[config.mk]
export PLATFORM = sky130hd
export DESIGN_NAME = pbit_field_acc_flat
export DESIGN_NICKNAME = d
export VERILOG_FILES = /design/src/rtl/pbit_pkg.sv /design/src/rtl/pbit_field_acc_if.sv /design/src/rtl/pbit_sat.sv /design/src/rtl/pbit_field_acc.sv /design/src/flat_wrapper.sv
export SDC_FILE = /design/constraint.sdc
export NUM_CORES = 1
export LEC_CHECK = 0
export BUFFER_PORTS_ARGS = -buffer_cell sky130_fd_sc_hd__buf_2
export CAP_MARGIN = 20
export CELL_PAD_IN_SITES_DETAIL_PLACEMENT = 0
export CELL_PAD_IN_SITES_GLOBAL_PLACEMENT = 1
export CORE_ASPECT_RATIO = 0.75
export CORE_MARGIN = 2
export CORE_UTILIZATION = 44
export CTS_CLUSTER_DIAMETER = 40
export CTS_CLUSTER_SIZE = 12
export DETAILED_ROUTE_END_ITERATION = 10
export PLACE_DENSITY_LB_ADDON = 0.3
export SLEW_MARGIN = 20
export SYNTH_ARGS = -nofsm -noshare
export SYNTH_HDL_FRONTEND = slang
export SYNTH_HIERARCHICAL = 1
export SYNTH_SLANG_ARGS = --single-unit
[constraint.sdc]
create_clock -name clk -period 3.7 [get_ports clk]
set_clock_uncertainty 0.2 [all_clocks]
set_input_delay 0.74 -clock clk [delete_from_list [all_inputs] [get_ports clk]]
set_output_delay 0.74 -clock clk [all_outputs]
set_load 0.01 [all_outputs]
[src/rtl/pbit_pkg.sv]
// Shared types and defaults for the p-bit local-field accumulator.
// Holds the FSM state encoding, default widths and the spin-to-sign mapping.
package pbit_pkg;

  typedef enum logic [1:0] {
    IDLE  = 2'd0,
    ACCUM = 2'd1,
    SAT   = 2'd2
  } state_e;

  localparam int DEF_W_WIDTH   = 4;
  localparam int DEF_ACC_WIDTH = 8;
  localparam int DEF_OUT_WIDTH = 4;

  // Spin bit 1 is +1, spin bit 0 is -1.
  function automatic logic signed [1:0] spin_to_sign(input logic s);
    return s ? 2'sd1 : -2'sd1;
  endfunction

endpackage

[src/rtl/pbit_field_acc_if.sv]
// Handshake and data bus between the neighbour spin side and the p-bit input side.
// Carries sat_flag only when PBIT_FIELD_SAT_FLAG_EN is defined.
interface pbit_field_acc_if #(
  parameter int N_NEIGH   = 4,
  parameter int W_WIDTH   = 4,
  parameter int OUT_WIDTH = 4
);
  logic                         start;
  logic [N_NEIGH-1:0]           spins;
  logic [N_NEIGH*W_WIDTH-1:0]   weights;
  logic [W_WIDTH-1:0]           bias;
  logic [1:0]                   beta_in;
  logic                         busy;
  logic                         done;
  logic [OUT_WIDTH-1:0]         input_val;
  logic [1:0]                   bit_shift;
`ifdef PBIT_FIELD_SAT_FLAG_EN
  logic                         sat_flag;

  modport master (
    output start, spins, weights, bias, beta_in,
    input  busy, done, input_val, bit_shift, sat_flag
  );
  modport slave (
    input  start, spins, weights, bias, beta_in,
    output busy, done, input_val, bit_shift, sat_flag
  );
`else
  modport master (
    output start, spins, weights, bias, beta_in,
    input  busy, done, input_val, bit_shift
  );
  modport slave (
    input  start, spins, weights, bias, beta_in,
    output busy, done, input_val, bit_shift
  );
`endif
endinterface

[src/rtl/pbit_sat.sv]
// Combinational signed clamp from IN_W to OUT_W bits with a clipped indicator.
// Requires IN_W >= OUT_W.
module pbit_sat #(
  parameter int IN_W  = 8,
  parameter int OUT_W = 4
) (
  input  logic signed [IN_W-1:0]  din,
  output logic signed [OUT_W-1:0] dout,
  output logic                    clipped
);
  localparam logic signed [IN_W-1:0] MAXV = {{(IN_W-OUT_W+1){1'b0}}, {(OUT_W-1){1'b1}}};
  localparam logic signed [IN_W-1:0] MINV = {{(IN_W-OUT_W+1){1'b1}}, {(OUT_W-1){1'b0}}};

  always_comb begin
    dout    = din[OUT_W-1:0];
    clipped = 1'b0;
    if (din > MAXV) begin
      dout    = MAXV[OUT_W-1:0];
      clipped = 1'b1;
    end else if (din < MINV) begin
      dout    = MINV[OUT_W-1:0];
      clipped = 1'b1;
    end
  end
endmodule

[src/rtl/pbit_field_acc.sv]
// Serial local-field accumulator: bias + sum(+/-w_j), one neighbour per cycle, then clamp.
// Optional sat_flag output enabled by defining PBIT_FIELD_SAT_FLAG_EN.
module pbit_field_acc
  import pbit_pkg::*;
#(
  parameter int N_NEIGH   = 4,
  parameter int W_WIDTH   = DEF_W_WIDTH,
  parameter int ACC_WIDTH = DEF_ACC_WIDTH,
  parameter int OUT_WIDTH = DEF_OUT_WIDTH
) (
  input  logic           clk,
  input  logic           reset,
  pbit_field_acc_if.slave bus
);
  localparam int IDX_W = (N_NEIGH > 1) ? $clog2(N_NEIGH) : 1;
  localparam logic [IDX_W-1:0] LAST_IDX = IDX_W'(N_NEIGH - 1);

  state_e                       state_q, state_d;
  logic [ACC_WIDTH-1:0]         acc_q, acc_d;
  logic [IDX_W-1:0]             idx_q, idx_d;
  logic [N_NEIGH-1:0]           spin_snap_q, spin_snap_d;
  logic [N_NEIGH*W_WIDTH-1:0]   w_snap_q, w_snap_d;
  logic [1:0]                   beta_snap_q, beta_snap_d;
  logic                         busy_q, busy_d;
  logic                         done_q, done_d;
  logic [OUT_WIDTH-1:0]         val_q, val_d;
  logic [1:0]                   shift_q, shift_d;

  logic [N_NEIGH-1:0][ACC_WIDTH-1:0] lane_term;
  logic [ACC_WIDTH-1:0]         bias_ext;
  logic signed [OUT_WIDTH-1:0]  sat_val;
  logic                         sat_clip;

  // Each lane presents its signed contribution; the FSM picks one per cycle.
  for (genvar j = 0; j < N_NEIGH; j++) begin : g_lane
    logic [W_WIDTH-1:0]   w_raw;
    logic [ACC_WIDTH-1:0] w_ext;
    assign w_raw        = w_snap_q[j*W_WIDTH +: W_WIDTH];
    assign w_ext        = {{(ACC_WIDTH-W_WIDTH){w_raw[W_WIDTH-1]}}, w_raw};
    assign lane_term[j] = (spin_to_sign(spin_snap_q[j]) == 2'sd1) ? w_ext : (~w_ext + 1'b1);
  end

  assign bias_ext = {{(ACC_WIDTH-W_WIDTH){bus.bias[W_WIDTH-1]}}, bus.bias};

  pbit_sat #(.IN_W(ACC_WIDTH), .OUT_W(OUT_WIDTH)) u_sat (
    .din     (acc_q),
    .dout    (sat_val),
    .clipped (sat_clip)
  );

  always_comb begin
    state_d     = state_q;
    acc_d       = acc_q;
    idx_d       = idx_q;
    spin_snap_d = spin_snap_q;
    w_snap_d    = w_snap_q;
    beta_snap_d = beta_snap_q;
    busy_d      = busy_q;
    done_d      = 1'b0;
    val_d       = val_q;
    shift_d     = shift_q;
    case (state_q)
      IDLE: begin
        if (bus.start) begin
          spin_snap_d = bus.spins;
          w_snap_d    = bus.weights;
          beta_snap_d = bus.beta_in;
          acc_d       = bias_ext;
          idx_d       = '0;
          busy_d      = 1'b1;
          state_d     = ACCUM;
        end
      end
      ACCUM: begin
        acc_d = acc_q + lane_term[idx_q];
        idx_d = idx_q + IDX_W'(1);
        if (idx_q == LAST_IDX) begin
          idx_d   = '0;
          state_d = SAT;
        end
      end
      SAT: begin
        val_d   = sat_val;
        shift_d = beta_snap_q;
        done_d  = 1'b1;
        busy_d  = 1'b0;
        state_d = IDLE;
      end
      default: state_d = IDLE;
    endcase
  end

  always_ff @(posedge clk or negedge reset) begin
    if (!reset) begin
      state_q     <= IDLE;
      acc_q       <= '0;
      idx_q       <= '0;
      spin_snap_q <= '0;
      w_snap_q    <= '0;
      beta_snap_q <= '0;
      busy_q      <= 1'b0;
      done_q      <= 1'b0;
      val_q       <= '0;
      shift_q     <= '0;
    end else begin
      state_q     <= state_d;
      acc_q       <= acc_d;
      idx_q       <= idx_d;
      spin_snap_q <= spin_snap_d;
      w_snap_q    <= w_snap_d;
      beta_snap_q <= beta_snap_d;
      busy_q      <= busy_d;
      done_q      <= done_d;
      val_q       <= val_d;
      shift_q     <= shift_d;
    end
  end

  assign bus.busy      = busy_q;
  assign bus.done      = done_q;
  assign bus.input_val = val_q;
  assign bus.bit_shift = shift_q;

`ifdef PBIT_FIELD_SAT_FLAG_EN
  logic sat_flag_q, sat_flag_d;

  always_comb begin
    sat_flag_d = sat_flag_q;
    if (state_q == SAT) sat_flag_d = sat_clip;
  end

  always_ff @(posedge clk or negedge reset) begin
    if (!reset) sat_flag_q <= 1'b0;
    else        sat_flag_q <= sat_flag_d;
  end

  assign bus.sat_flag = sat_flag_q;
`else
  logic sat_clip_unused;
  assign sat_clip_unused = sat_clip;
`endif

endmodule

[src/flat_wrapper.sv]
// flat-port wrapper written by rule: the top's interface ports become plain ports
module pbit_field_acc_flat import pbit_pkg::*;
#(
  parameter int N_NEIGH   = 4,
  parameter int W_WIDTH   = DEF_W_WIDTH,
  parameter int ACC_WIDTH = DEF_ACC_WIDTH,
  parameter int OUT_WIDTH = DEF_OUT_WIDTH
)
  (clk, reset, bus_start, bus_spins, bus_weights, bus_bias, bus_beta_in, bus_busy, bus_done, bus_input_val, bus_bit_shift);
  pbit_field_acc_if #(.N_NEIGH(N_NEIGH), .W_WIDTH(W_WIDTH), .OUT_WIDTH(OUT_WIDTH)) bus_i ();
  input  logic clk;
  input  logic reset;
  input wire logic [$bits(bus_i.start)-1:0] bus_start;
  input wire logic [$bits(bus_i.spins)-1:0] bus_spins;
  input wire logic [$bits(bus_i.weights)-1:0] bus_weights;
  input wire logic [$bits(bus_i.bias)-1:0] bus_bias;
  input wire logic [$bits(bus_i.beta_in)-1:0] bus_beta_in;
  output wire logic [$bits(bus_i.busy)-1:0] bus_busy;
  output wire logic [$bits(bus_i.done)-1:0] bus_done;
  output wire logic [$bits(bus_i.input_val)-1:0] bus_input_val;
  output wire logic [$bits(bus_i.bit_shift)-1:0] bus_bit_shift;
  assign bus_i.start = bus_start;
  assign bus_i.spins = bus_spins;
  assign bus_i.weights = bus_weights;
  assign bus_i.bias = bus_bias;
  assign bus_i.beta_in = bus_beta_in;
  assign bus_busy = bus_i.busy;
  assign bus_done = bus_i.done;
  assign bus_input_val = bus_i.input_val;
  assign bus_bit_shift = bus_i.bit_shift;
  pbit_field_acc #(.N_NEIGH(N_NEIGH), .W_WIDTH(W_WIDTH), .ACC_WIDTH(ACC_WIDTH), .OUT_WIDTH(OUT_WIDTH)) u_core (.clk(clk), .reset(reset), .bus(bus_i));
endmodule
* Yosys cells after proc, flatten, opt, wreduce, memory -nomap -nowiden
Index checks and enable logic that the tools add are counted.
** Storage, ports and cells
- Register bits :: 42
- Bits in latches :: 0
- Bits in writable memories :: 0
- ROM bits :: 0
- Input port bits :: 29
- Output and inout bits :: 8
- Logic and storage cells :: 62
- Memories kept :: 0
** Operators by class
- Add/sub/neg operators :: 6
- Multipliers :: 0
- Div/mod/pow operators :: 0
- Magnitude comparators :: 3
- Equal/unequal tests :: 9
- Shift operators :: 0
- Muxes and demuxes :: 23
- Bitwise operators :: 4
- Reduce and logical (&&, ||, !) cells :: 7
** Operators with widths (count)
- 2-to-1 mux 8 bit :: 6
- adder 8 x 1 -> 8 bit (second input constant) :: 4
- NOT 8 bit :: 4
- binary-select mux 8 bit (select 2 bit) :: 1
- 2-to-1 mux 2 bit :: 8
- one-hot mux 8 bit (2 select lines) :: 1
- == test 2 bit (second input constant) :: 6
- adder 8 bit :: 1
- > comparator 8 x 4 -> 1 bit (second input constant) :: 1
- < comparator 8 x 4 -> 1 bit (second input constant) :: 1
- 2-to-1 mux 4 bit :: 2
- one-hot mux 2 bit (2 select lines) :: 2
- AND reduction 2 bit :: 4
- nonzero test 2 bit :: 2
- < comparator 2 x 3 -> 1 bit (second input constant) :: 1
- adder 2 x 1 -> 2 bit (second input constant) :: 1
- == test 2 x 1 -> 1 bit (second input constant) :: 1
- zero test 2 bit :: 1
- 2-to-1 mux 1 bit :: 2
- inequality test 2 x 1 -> 1 bit (second input constant) :: 1
- inequality test 2 bit (second input constant) :: 1
- one-hot mux 1 bit (2 select lines) :: 1

* Depth between registers and ports, before layout
- Word-level depth :: 7
- Mapped depth :: 13
- Gate-level depth less buffers :: 13

* Hierarchy
The synthesis kept the hierarchy.
** By module, submodules not included
- pbit_field_acc :: instances 1, cells each 244, area each 2492.4 um^2, seq. area each 1051.0 um^2
- pbit_sat :: instances 1, cells each 16, area each 97.6 um^2, seq. area each 0.0 um^2

* Worst setup path after synthesis
No wires, ideal clock.
- Kind :: reg-to-reg
- From :: register u_core.w_snap_q[14]
- To :: register u_core.acc_q[7]
- Library setup time :: 0.124 ns
- Arrival time :: 2.934 ns
- Required time :: 3.376 ns
- Path slack :: 0.442 ns
- Stages on the path, launching flop included :: 12
- Path buffers :: 0
- Clock period less this slack :: 3.258 ns
- Path through :: dfrtp_1 or3_1 ha_1 mux2i_1 mux4_2 ha_1 a21o_1 a21o_1 a221oi_2 xnor2_1 a21o_1 a211o_1
** On the way
- Cells in the longest elaborated chain, start to end :: 7
** RTL lines
- from (decl) :: RTL line pbit_field_acc.sv:22 : logic [N_NEIGH*W_WIDTH-1:0] w_snap_q, w_snap_d;
- from (signal assigned) :: RTL line pbit_field_acc.sv:110 : w_snap_q <= w_snap_d;
- NOT 8 bit :: RTL line pbit_field_acc.sv:40 : assign lane_term[j] = (spin_to_sign(spin_snap_q[j]) == 2'sd1) ? w_ext : (~w_ext + 1'b1);
- adder 8 x 1 -> 8 bit :: RTL line pbit_field_acc.sv:40
- 2-to-1 mux 8 bit (*) :: RTL line pbit_field_acc.sv:40
- binary-select mux 8 bit (select 2 bit) (*) :: RTL line pbit_field_acc.sv:75 : acc_d = acc_q + lane_term[idx_q];
- 2-to-1 mux 8 bit (not written as such) (*) :: RTL line pbit_field_acc.sv:75
- adder 8 bit (*) :: RTL line pbit_field_acc.sv:75
- one-hot mux 8 bit (2 select lines) (*) :: RTL line pbit_field_acc.sv:62 : case (state_q)
- to (signal assigned) :: RTL line pbit_field_acc.sv:96 : acc_q <= '0;
- to (signal assigned) :: RTL line pbit_field_acc.sv:107 : acc_q <= acc_d;
- to (decl) :: RTL line pbit_field_acc.sv:19 : logic [ACC_WIDTH-1:0] acc_q, acc_d;
Mark *: on every way between the ends. The rest lies on a longest branch, timed or not. The select of a mux whose other input is x is not followed.
A chain may end at the register's enable or synchronous reset.

* Worst setup path after layout
Ends and elaborated chain as after synthesis.

==> impl_metrics.json <==
{
  "pwr_density_cell_nw_per_um2": 1110,
  "timing.final.ws_setup_ns": 0.331,
  "setup_viol_count_final": 0,
  "grt_pass1_vias": 1923,
  "die_h_um": 70.1,
  "htree_levels": 2,
  "num_io_pins": 37,
  "first_pass_iters": 4,
  "hold_buffers": 0,
  "crit_path_start": "u_core/w_snap_q[14]",
  "drt-total-wl_um": 5290,
  "p_leak_uw": 0.00138,
  "fp-row-count": 24,
  "clkSlewWorstSetupHoldPaths_ns": 0.08,
  "viasPerCell": 5.34,
  "critPathRequiredTime_ns": 3.68,
  "global_route.peak_usage_layer": "met1",
  "grt_use_total_pct": 18.1,
  "grt_pass1_wl_um": 9160,
  "gr-usage-met3_pct": 4.21,
  "critPathMaxFanout": 4,
  "cts_resized": 0,
  "synth_area_per_cell_um2": 10.0,
  "die-area_um2": 6460,
  "start_util_pct": 44.9,
  "rrSetupSlack_ns": 0.33,
  "cap_violations": 0,
  "antennaDiodeCount": 0,
  "grt-ovfl-total": 0,
  "critPathMaxStageDelay_ns": 0.47,
  "syn-num-nets": 303,
  "fin_util_pct": 51.1,
  "cts_inserted_buffers": 5,
  "hold_viol": 0,
  "p_total_uw": 3240,
  "grt_max_degree": 43,
  "io_buffers": 36,
  "met1_usage_pct": 27.2,
  "layout_min_cycle_time_ns": 3.37,
  "antenna_found_initial": 0,
  "cts_tree": "done",
  "wl_per_cell_um": 14.4,
  "cp-end-kind": "register",
  "outcome": "complete, no violations",
  "grt_setup_unrepaired": "false",
  "fmax_mhz": 297,
  "r2r_start": "u_core/w_snap_q[14]",
  "nets": 336,
  "crit_type": "register to register",
  "gr-usage-met2_pct": 26.2,
  "dieWidth_um": 92.1,
  "syn_inst": 256,
  "slowest_stage": "mux4_2",
  "ant_nets": 0,
  "place_ws_ns": 0.334,
  "syn_to_final_growth_pct": 13.7,
  "layout.area.seq_um2": 1050,
  "drive_above_1_share_pct": 23.1,
  "cts-root-buf": "clkbuf_8",
  "path_common_cell": "a21o_1",
  "hpwl_um": 3970,
  "gp_congestion": 0.768,
  "cts_setup_buffers": 0,
  "nFillCells": 546,
  "insertion_delay_ns": 0.29,
  "r2r-end": "u_core/acc_q[7]",
  "via_count": 1964,
  "fin_setup_tns_ns": 0,
  "cts_sinks": 42,
  "cts_buffer_depth": 2,
  "r2r_cells": 11,
  "relSlewSlack_pct": 38.7,
  "crit_end": "u_core/acc_q[7]",
  "hp-class": "register to register",
  "drc_errors": 0,
  "arrival_ns": 3.35,
  "tightestPinTransition_ns": 0.920,
  "maxSlewViolCount": 0,
  "start_kind": "register",
  "placeableCoreArea_um2": 5710,
  "netlist_area_um2": 2560,
  "yosys_warnings": 6,
  "multi_input_area_um2": 1380,
  "crit_chain": "or3_1 -> ha_1 -> mux2i_1 -> mux4_2 -> ha_1 -> a21o_1 -> a21o_1 -> a221oi_2 -> xnor2_1 -> a21o_1 -> a211o_1",
  "fin_crit_sh_pct": 91.0,
  "ir_drop_uv": 447,
  "drtIter0Drc": 100
}
-- how the worst min path moves through the flow --
stage	startpoint	end	slack, ns	depth (start not counted)
floorplan	reset	u_core/acc_q[0]	0.24	0
global placement	u_core/bus.input_val[3]	u_core/bus.input_val[3]	0.29	1
detailed placement	u_core/bus.bit_shift[0]	u_core/bus.bit_shift[0]	0.29	1
CTS	u_core/bus.input_val[3]	u_core/bus.input_val[3]	0.31	1
global route	u_core/bus.input_val[3]	u_core/bus.input_val[3]	0.33	1
finish	u_core/bus.input_val[2]	u_core/bus.input_val[2]	0.30	1
-- worst max-delay path, delay by kind of cell, from the launching register on --
kind	cells	cell delay, ns
muxes	2	0.53
xor gates and xnor gates	1	0.12
DFF	1	0.41
adders and majority gates	2	0.50
AOI/OAI and AO/OA	5	1.09
and+or+nand+nor	1	0.39
-- cell type report --
cell class | instances | area share (%)
clock buffers | 5 | 2.36
clock inverters | 3 | 1.37
inverters | 22 | 2.83
multi-input cells | 180 | 47.3
flip-flops and latches | 42 | 36.1
well taps | 78 | 3.35
repair buffers | 38 | 6.70
-- sequential cells by signal (all words and copies together) (netlist names) --
signal                cells
u_core/state_q            2
u_core/beta_snap_q        2
u_core/w_snap_q          16
u_core/bus.bit_shift      2
u_core/idx_q              2
u_core/bus.done           1
u_core/bus.input_val      4
u_core/spin_snap_q        4
u_core/bus.busy           1
u_core/acc_q              8
-- layer usage --
| metal | vias up | share of wire, % | wire length [um] |
|---|---|---|---|
| met1 | 933 | 52 | 2730 |
| met3 | 4 | 4.8 | 256 |
| met4 | 0 | 0.94 | 50 |
| met5 | - | 0 | 0 |
| met2 | 41 | 43 | 2260 |
| li1 | 986 | - | - |
-- report_power, final --
part | leakage [uW] | total, uW | internal, uW | switching [uW]
clock | 0.0000579 | 357 | 199 | 159
sequential | 0.000510 | 973 | 691 | 282
combinational | 0.000816 | 1910 | 948 | 963
-- cells in the final DEF (no fill, tap or decap), types with 3 or more instances in the layout --
cell type / count
dfrtp_1: 42
buf_2: 36
inv_1: 22
o21ai_0: 22
nand2_1: 21
ha_1: 17
mux2_2: 15
nor2_1: 13
mux2i_1: 12
a21oi_1: 9
a211oi_1: 8
a21o_1: 6
clkbuf_8: 5
xor2_1: 5
mux4_2: 4
xnor2_1: 4
nor2b_1: 4
o22ai_1: 4
a31oi_1: 3
nand4_1: 3
a221oi_1: 3
-- through the flow --
stage / area (um2) / std cells / hold WS (ns)
finish: 2920 / 368 / 0.304
floorplan: 2560 / 256 / 0.244
global placement: 2810 / 360 / 0.286
global route: 2920 / 368 / 0.330
CTS: 2920 / 368 / 0.309
detailed placement: 2810 / 360 / 0.291
No activity file was read; power rests on OpenSTA's default activity.
